===== src/rtl/gf2_slice_reducer_if.sv =====
// Handshake bundle between the XOR-tree slice producer and the GF(2) reducer.
// The slave modport is the reducer's view; the master modport drives beats
// into it and consumes the reduced field element.
interface gf2_slice_reducer_if #(
    parameter int DW    = 7,
    parameter int LANES = 2,
    parameter int LW    = (LANES > 1) ? $clog2(LANES) : 1
);
    localparam int ACC_W = DW * LANES;

    logic             in_valid;
    logic             in_ready;
    logic [DW-1:0]    in_data;
    logic [LW-1:0]    in_lane;
    logic             in_last;
    logic             out_valid;
    logic             out_ready;
    logic [DW-1:0]    out_data;
    logic [ACC_W-1:0] out_raw;
    logic             busy;

    modport slave (
        input  in_valid, in_data, in_lane, in_last, out_ready,
        output in_ready, out_valid, out_data, out_raw, busy
    );

    modport master (
        output in_valid, in_data, in_lane, in_last, out_ready,
        input  in_ready, out_valid, out_data, out_raw, busy
    );
endinterface


===== src/rtl/gf2_slice_reducer.sv =====
// GF(2) slice accumulator and sequential modular reducer.
// Slices are XOR-accumulated into an ACC_W-bit carry-less product. After the
// last beat the product is reduced modulo POLY one bit per cycle, from the
// top bit down to bit DW, then the DW-bit remainder is presented until taken.
module gf2_slice_reducer #(
    parameter int          DW    = 7,
    parameter int          LANES = 2,
    parameter logic [DW:0] POLY  = 8'h83,
    parameter int          LW    = (LANES > 1) ? $clog2(LANES) : 1
) (
    input  logic                    clk,
    input  logic                    rst_n,
    gf2_slice_reducer_if.slave      bus
);
    localparam int ACC_W = DW * LANES;
    localparam int CW    = $clog2(ACC_W);

    typedef enum logic [1:0] {
        ST_ACC = 2'd0,
        ST_RED = 2'd1,
        ST_OUT = 2'd2
    } state_t;

    state_t           state_r;
    logic [ACC_W-1:0] acc_r;
    logic [ACC_W-1:0] out_raw_r;
    logic [DW-1:0]    out_data_r;
    logic [CW-1:0]    red_cnt_r;
    logic [ACC_W-1:0] beat_term_s;
    logic [ACC_W-1:0] red_acc_s;

    // Position a slice within the product; lanes past the top contribute nothing.
    function automatic logic [ACC_W-1:0] lane_term(input logic [DW-1:0] data,
                                                    input logic [LW-1:0] lane);
        logic [ACC_W-1:0] term;
        if (int'(lane) < LANES) begin
            term = ACC_W'(data) << (int'(lane) * DW);
        end else begin
            term = '0;
        end
        return term;
    endfunction

    // One reduction step: cancel bit cnt with the polynomial aligned under it.
    function automatic logic [ACC_W-1:0] red_step(input logic [ACC_W-1:0] a,
                                                   input logic [CW-1:0]    cnt);
        logic [ACC_W-1:0] poly_ext;
        logic [ACC_W-1:0] res;
        poly_ext = ACC_W'(POLY);
        if (a[cnt]) begin
            res = a ^ (poly_ext << (int'(cnt) - DW));
        end else begin
            res = a;
        end
        return res;
    endfunction

    // Combinational next values for the accumulate and reduce datapaths.
    always_comb begin
        beat_term_s = lane_term(bus.in_data, bus.in_lane);
        red_acc_s   = red_step(acc_r, red_cnt_r);
    end

    // Control FSM with accumulator, reduction counter and result registers.
    always_ff @(posedge clk or negedge rst_n) begin
        if (!rst_n) begin
            state_r    <= ST_ACC;
            acc_r      <= '0;
            out_raw_r  <= '0;
            out_data_r <= '0;
            red_cnt_r  <= '0;
        end else begin
            case (state_r)
                ST_ACC: begin
                    if (bus.in_valid) begin
                        acc_r <= acc_r ^ beat_term_s;
                        if (bus.in_last) begin
                            out_raw_r <= acc_r ^ beat_term_s;
                            red_cnt_r <= CW'(ACC_W - 1);
                            state_r   <= ST_RED;
                        end
                    end
                end
                ST_RED: begin
                    acc_r     <= red_acc_s;
                    red_cnt_r <= red_cnt_r - CW'(1);
                    if (red_cnt_r == CW'(DW)) begin
                        out_data_r <= red_acc_s[DW-1:0];
                        state_r    <= ST_OUT;
                    end
                end
                ST_OUT: begin
                    if (bus.out_ready) begin
                        acc_r   <= '0;
                        state_r <= ST_ACC;
                    end
                end
                default: begin
                    state_r <= ST_ACC;
                end
            endcase
        end
    end

    assign bus.in_ready  = (state_r == ST_ACC);
    assign bus.out_valid = (state_r == ST_OUT);
    assign bus.busy      = (state_r != ST_ACC);
    assign bus.out_data  = out_data_r;
    assign bus.out_raw   = out_raw_r;
endmodule


===== src/flat_wrapper.sv =====
// flat-port wrapper written by rule: the top's interface ports become plain ports
module gf2_slice_reducer_flat 
#(
    parameter int          DW    = 7,
    parameter int          LANES = 2,
    parameter logic [DW:0] POLY  = 8'h83,
    parameter int          LW    = (LANES > 1) ? $clog2(LANES) : 1
)
  (clk, rst_n, bus_in_valid, bus_in_data, bus_in_lane, bus_in_last, bus_out_ready, bus_in_ready, bus_out_valid, bus_out_data, bus_out_raw, bus_busy);
  gf2_slice_reducer_if #(.DW(DW), .LANES(LANES), .LW(LW)) bus_i ();
  input  logic clk;
  input  logic rst_n;
  input wire logic [$bits(bus_i.in_valid)-1:0] bus_in_valid;
  input wire logic [$bits(bus_i.in_data)-1:0] bus_in_data;
  input wire logic [$bits(bus_i.in_lane)-1:0] bus_in_lane;
  input wire logic [$bits(bus_i.in_last)-1:0] bus_in_last;
  input wire logic [$bits(bus_i.out_ready)-1:0] bus_out_ready;
  output wire logic [$bits(bus_i.in_ready)-1:0] bus_in_ready;
  output wire logic [$bits(bus_i.out_valid)-1:0] bus_out_valid;
  output wire logic [$bits(bus_i.out_data)-1:0] bus_out_data;
  output wire logic [$bits(bus_i.out_raw)-1:0] bus_out_raw;
  output wire logic [$bits(bus_i.busy)-1:0] bus_busy;
  assign bus_i.in_valid = bus_in_valid;
  assign bus_i.in_data = bus_in_data;
  assign bus_i.in_lane = bus_in_lane;
  assign bus_i.in_last = bus_in_last;
  assign bus_i.out_ready = bus_out_ready;
  assign bus_in_ready = bus_i.in_ready;
  assign bus_out_valid = bus_i.out_valid;
  assign bus_out_data = bus_i.out_data;
  assign bus_out_raw = bus_i.out_raw;
  assign bus_busy = bus_i.busy;
  gf2_slice_reducer #(.DW(DW), .LANES(LANES), .POLY(POLY), .LW(LW)) u_core (.clk(clk), .rst_n(rst_n), .bus(bus_i));
endmodule

===== config.mk =====
export PLATFORM = sky130hd
export DESIGN_NAME = gf2_slice_reducer_flat
export DESIGN_NICKNAME = d
export VERILOG_FILES = /design/src/rtl/gf2_slice_reducer_if.sv /design/src/rtl/gf2_slice_reducer.sv /design/src/flat_wrapper.sv
export SDC_FILE = /design/constraint.sdc
export NUM_CORES = 1
export LEC_CHECK = 0
export ABC_AREA = 1
export BUFFER_PORTS_ARGS = -buffer_cell sky130_fd_sc_hd__buf_2
export CORE_ASPECT_RATIO = 0.6
export CORE_MARGIN = 2
export CORE_UTILIZATION = 45
export DETAILED_ROUTE_END_ITERATION = 12
export PLACE_DENSITY = 0.75
export SLEW_MARGIN = 10
export SYNTH_ARGS = -nofsm -noshare
export SYNTH_HDL_FRONTEND = slang
export SYNTH_SLANG_ARGS = --single-unit
export TNS_END_PERCENT = 10

===== constraint.sdc =====
create_clock -name clk -period 2.45 [get_ports clk]
set_input_delay 0.1225 -clock clk [delete_from_list [all_inputs] [get_ports clk]]
set_output_delay 0.1225 -clock clk [all_outputs]
set_load 0.03 [all_outputs]

==> metrics.md <==
| Metric | Value |
|---|---|
| Status | completed |
| Mapped Avg Cell Area | approximately 7.0 sq um |
| CP arrival | about 2500 ps |
| GRT Util Overall | between 20% and 30% |
| Synth Area in Adders | around 2.5% |
| CTS Buffer Depth | 2 |
| Distinct cells, synth | 29 |
| Synth Instances | 426 |
| Max Clock Freq | ~450 MHz |
| Max Slew Vio Count | 0 |
| Worst hold start | bus_in_data[4] |
| First-pass GRT wire length | roughly 13 mm |
| Starting Density | between 40% and 50% |
| Inserted Diodes | 0 |
| Setup TNS | 0 ps |
| Yosys reg bits | 41 |
| Largest net degree at the start of global routing | 42 |
| Initial antenna violation count | 0 |
| Worst flop-to-flop path startpoint | u_core.red_cnt_r[1] |
| Register area share after synthesis | between 30% and 40% |
| DRC Markers | 0 |
| Vias in the first global route | 2556 |
| Compound-Gate Fraction of Synth Area | 7.997% |
| Std-Cell Rows | 22 |
| Commonest non-fill, non-tap cells in the layout | nand2_1, nand3_1, dfrtp_1, buf_2, inv_1 |
| Worst reg2reg path depth | 10 |
| RSZ-0062 raised after global routing | false |
| Most common cell after layout, fill and taps aside | nand2_1 |
| Post-Synth Simple-Gate Area | 41.25% |
| Crit path kind | flip-flop to flip-flop |
| Startpoint Class | flip-flop |
| Final setup violation count | 0 |
| # fillers | 633 |
| FF-to-FF setup slack | 210 ps |
| Xor/xnor share of the synthesized area | 5.598% |
| Avg WL per Cell | ~14 um |
| Worst hold stages | 5 |
| 1st-iter DRT viols | 241 |
| R2R Path End | u_core.acc_r[5] |
| Die Area | approximately 0.0073 sq mm |
| Overflow after GRT | 0 |
| DIE HEIGHT | 66.96 um |
| Final min period | around 2200 ps |
| Die width | ~110 um |
| CP Max Fanout | 12 |
| Fin crit share | 91.43% |
| TritonCTS Buffers | 5 |
| Vias/cell | about 5.3 |
| Main combinational cell family by area after synthesis | simple AND/OR/NAND/NOR gates |
| Placeable core area | about 0.0062 sq mm |
| WP data required | between 2000 and 3000 ps |
| Clk Latency, worst-skew pair | between 300 and 400 ps |
| Number of max-cap violations | 0 |
| Worst Hold End | u_core.bus.out_raw[11] |
| Post-CTS Setup Inserts | 0 |
| Final Hold Fails | 0 |
| CTS tree | yes |
| Nets | 479 |
| Cts repair resizes | 0 |
| Antenna viol nets, final | 0 |
| Rel. slew slack | between 30% and 40% |
| Port buffer count | 36 |
| Total clock sinks | a little over 40 |
| Vias | around 2900 |
| Cell Area, Synth | 0.002973 sq mm |
| # hold bufs at CTS | 1 |
| Register clock-pin slew on the reported worst setup and hold paths | 90 ps |
| Post-Syn Nets | between 400 and 500 |
| Area grow syn2layout | 11.66% |
| Mux share of post-synthesis cell area | 0% |
| RD Place Congestion | approximately 1.0 |
| Clk_skew | 5.641 ps |
| Root Buffer | clkbuf_8 |
| Total Wirelength | between 7 and 8 mm |
| Io pins | 37 |
| Ys Warns | 0 |
| HPWL after detailed placement | 5.834 mm |
| Worst-Margin Slew | between 900 and 1000 ps |
| DR pass1 iterations | 6 |
| Hold crit path type | input pin to flip-flop |
| Fraction of layout cells with a size suffix above 1 | between 10% and 20% |
| Worst Setup SP | u_core.red_cnt_r[1] |
| CP Capture Type | flip-flop |
| CTS H-Tree Depth | 2 |
[cell type report]
cell class              count  area, sq um  area share [%]
inverters                  38        142.6           4.297
multi-input cells         333         1705           51.38
flip-flops and latches     41         1026           30.91
well taps                  84        105.1           3.166
clock inverters             2        37.54           1.131
repair buffers             41        220.2           6.634
clock buffers               6        82.58           2.488
[worst max-delay path: stages, from the launching register on]
cell and delay (ps):
dfrtp_1 490, ha_1 300, nand2_4 130, inv_2 40
nor2_2 410, nand4_1 220, xor2_1 180, nand2_1 80
nand2_1 120, nand2_1 80, a21boi_2 130
[registers in the layout (all words and copies together) (netlist names)]
name / count
u_core.acc_r: 14
u_core.bus.out_data: 7
u_core.bus.out_raw: 14
u_core.red_cnt_r: 4
u_core.state_r: 2
[logic make-up (layout without fill, tap and decap cells)]
family / count (synthesis) / after routing
adders and majority gates: 6 / 6
AOI/OAI and AO/OA: 37 / 37
buffers and inverters: 52 / 87
xor gates and xnor gates: 19 / 19
and+or+nand+nor: 271 / 271
DFF: 41 / 41
[through the flow]
| stage | cell area [sq um] | std cells | hold WS, ps | utilization, % | setup WS, ps |
|---|---|---|---|---|---|
| after floorplan | 2973 | 426 | -173.1 | - | 340.2 |
| after global placement | 3189 | 536 | 329.2 | 51.04 | 338.1 |
| after detailed placement | 3189 | 536 | 336.4 | 51.04 | 254.9 |
| after CTS | 3319 | 545 | 180.5 | 53.12 | 238.7 |
| after global routing | 3319 | 545 | 204.4 | 53.12 | 92.10 |
| final | 3319 | 545 | 189.7 | 53.12 | 210.1 |
[metal layers]
metal	global-route usage (%)	wire, um	vias up
li1	-	-	1410
met3	6.947	754	9
met5	0	0	-
met1	35.66	3992	1349
met4	4.808	67	0
met2	31.75	3070	126
[synthesized netlist by cell type]
cell | number | area (sq um)
nand2_1 | 174 | 653.1
nand3_1 | 47 | 235.2
dfrtp_1 | 41 | 1026
inv_1 | 33 | 123.9
nor2_1 | 26 | 97.59
xor2_1 | 19 | 166.4
a21oi_1 | 14 | 70.07
o21ai_0 | 10 | 50.05
clkbuf_1 | 6 | 22.52
ha_1 | 6 | 75.07
nand2_4 | 6 | 67.56
a21boi_2 | 5 | 56.30
buf_6 | 5 | 56.30
inv_2 | 5 | 18.77
nand4_1 | 5 | 31.28
nand3_2 | 4 | 40.04
nor2_2 | 3 | 18.77
o21ai_2 | 3 | 26.28
buf_4 | 2 | 15.01
nand3_4 | 2 | 35.03
o21ai_1 | 2 | 10.01
a21boi_1 | 1 | 7.510
a21oi_2 | 1 | 8.760
buf_2 | 1 | 5.000
nand4_4 | 1 | 21.27
nor2_4 | 1 | 11.26
nor3_1 | 1 | 5.000
nor3_2 | 1 | 10.01
o221ai_1 | 1 | 8.760
[worst max-delay path by stage]
| stage | endpoint | slack, ps | cells after the start |
|---|---|---|---|
| 3_5_place_dp | u_core.acc_r[5] | 250 | 10 |
| 5_1_grt | u_core.acc_r[10] | 90 | 13 |
| 4_1_cts | u_core.acc_r[5] | 240 | 10 |
| 3_3_place_gp | u_core.acc_r[1] | 340 | 11 |
| 2_1_floorplan | u_core.acc_r[3] | 340 | 9 |
| 6_report | u_core.acc_r[5] | 210 | 10 |
Power is left out: the tool's default activity adds up to more than one toggle a clock period on the data nets, which glitch-free logic cannot reach.
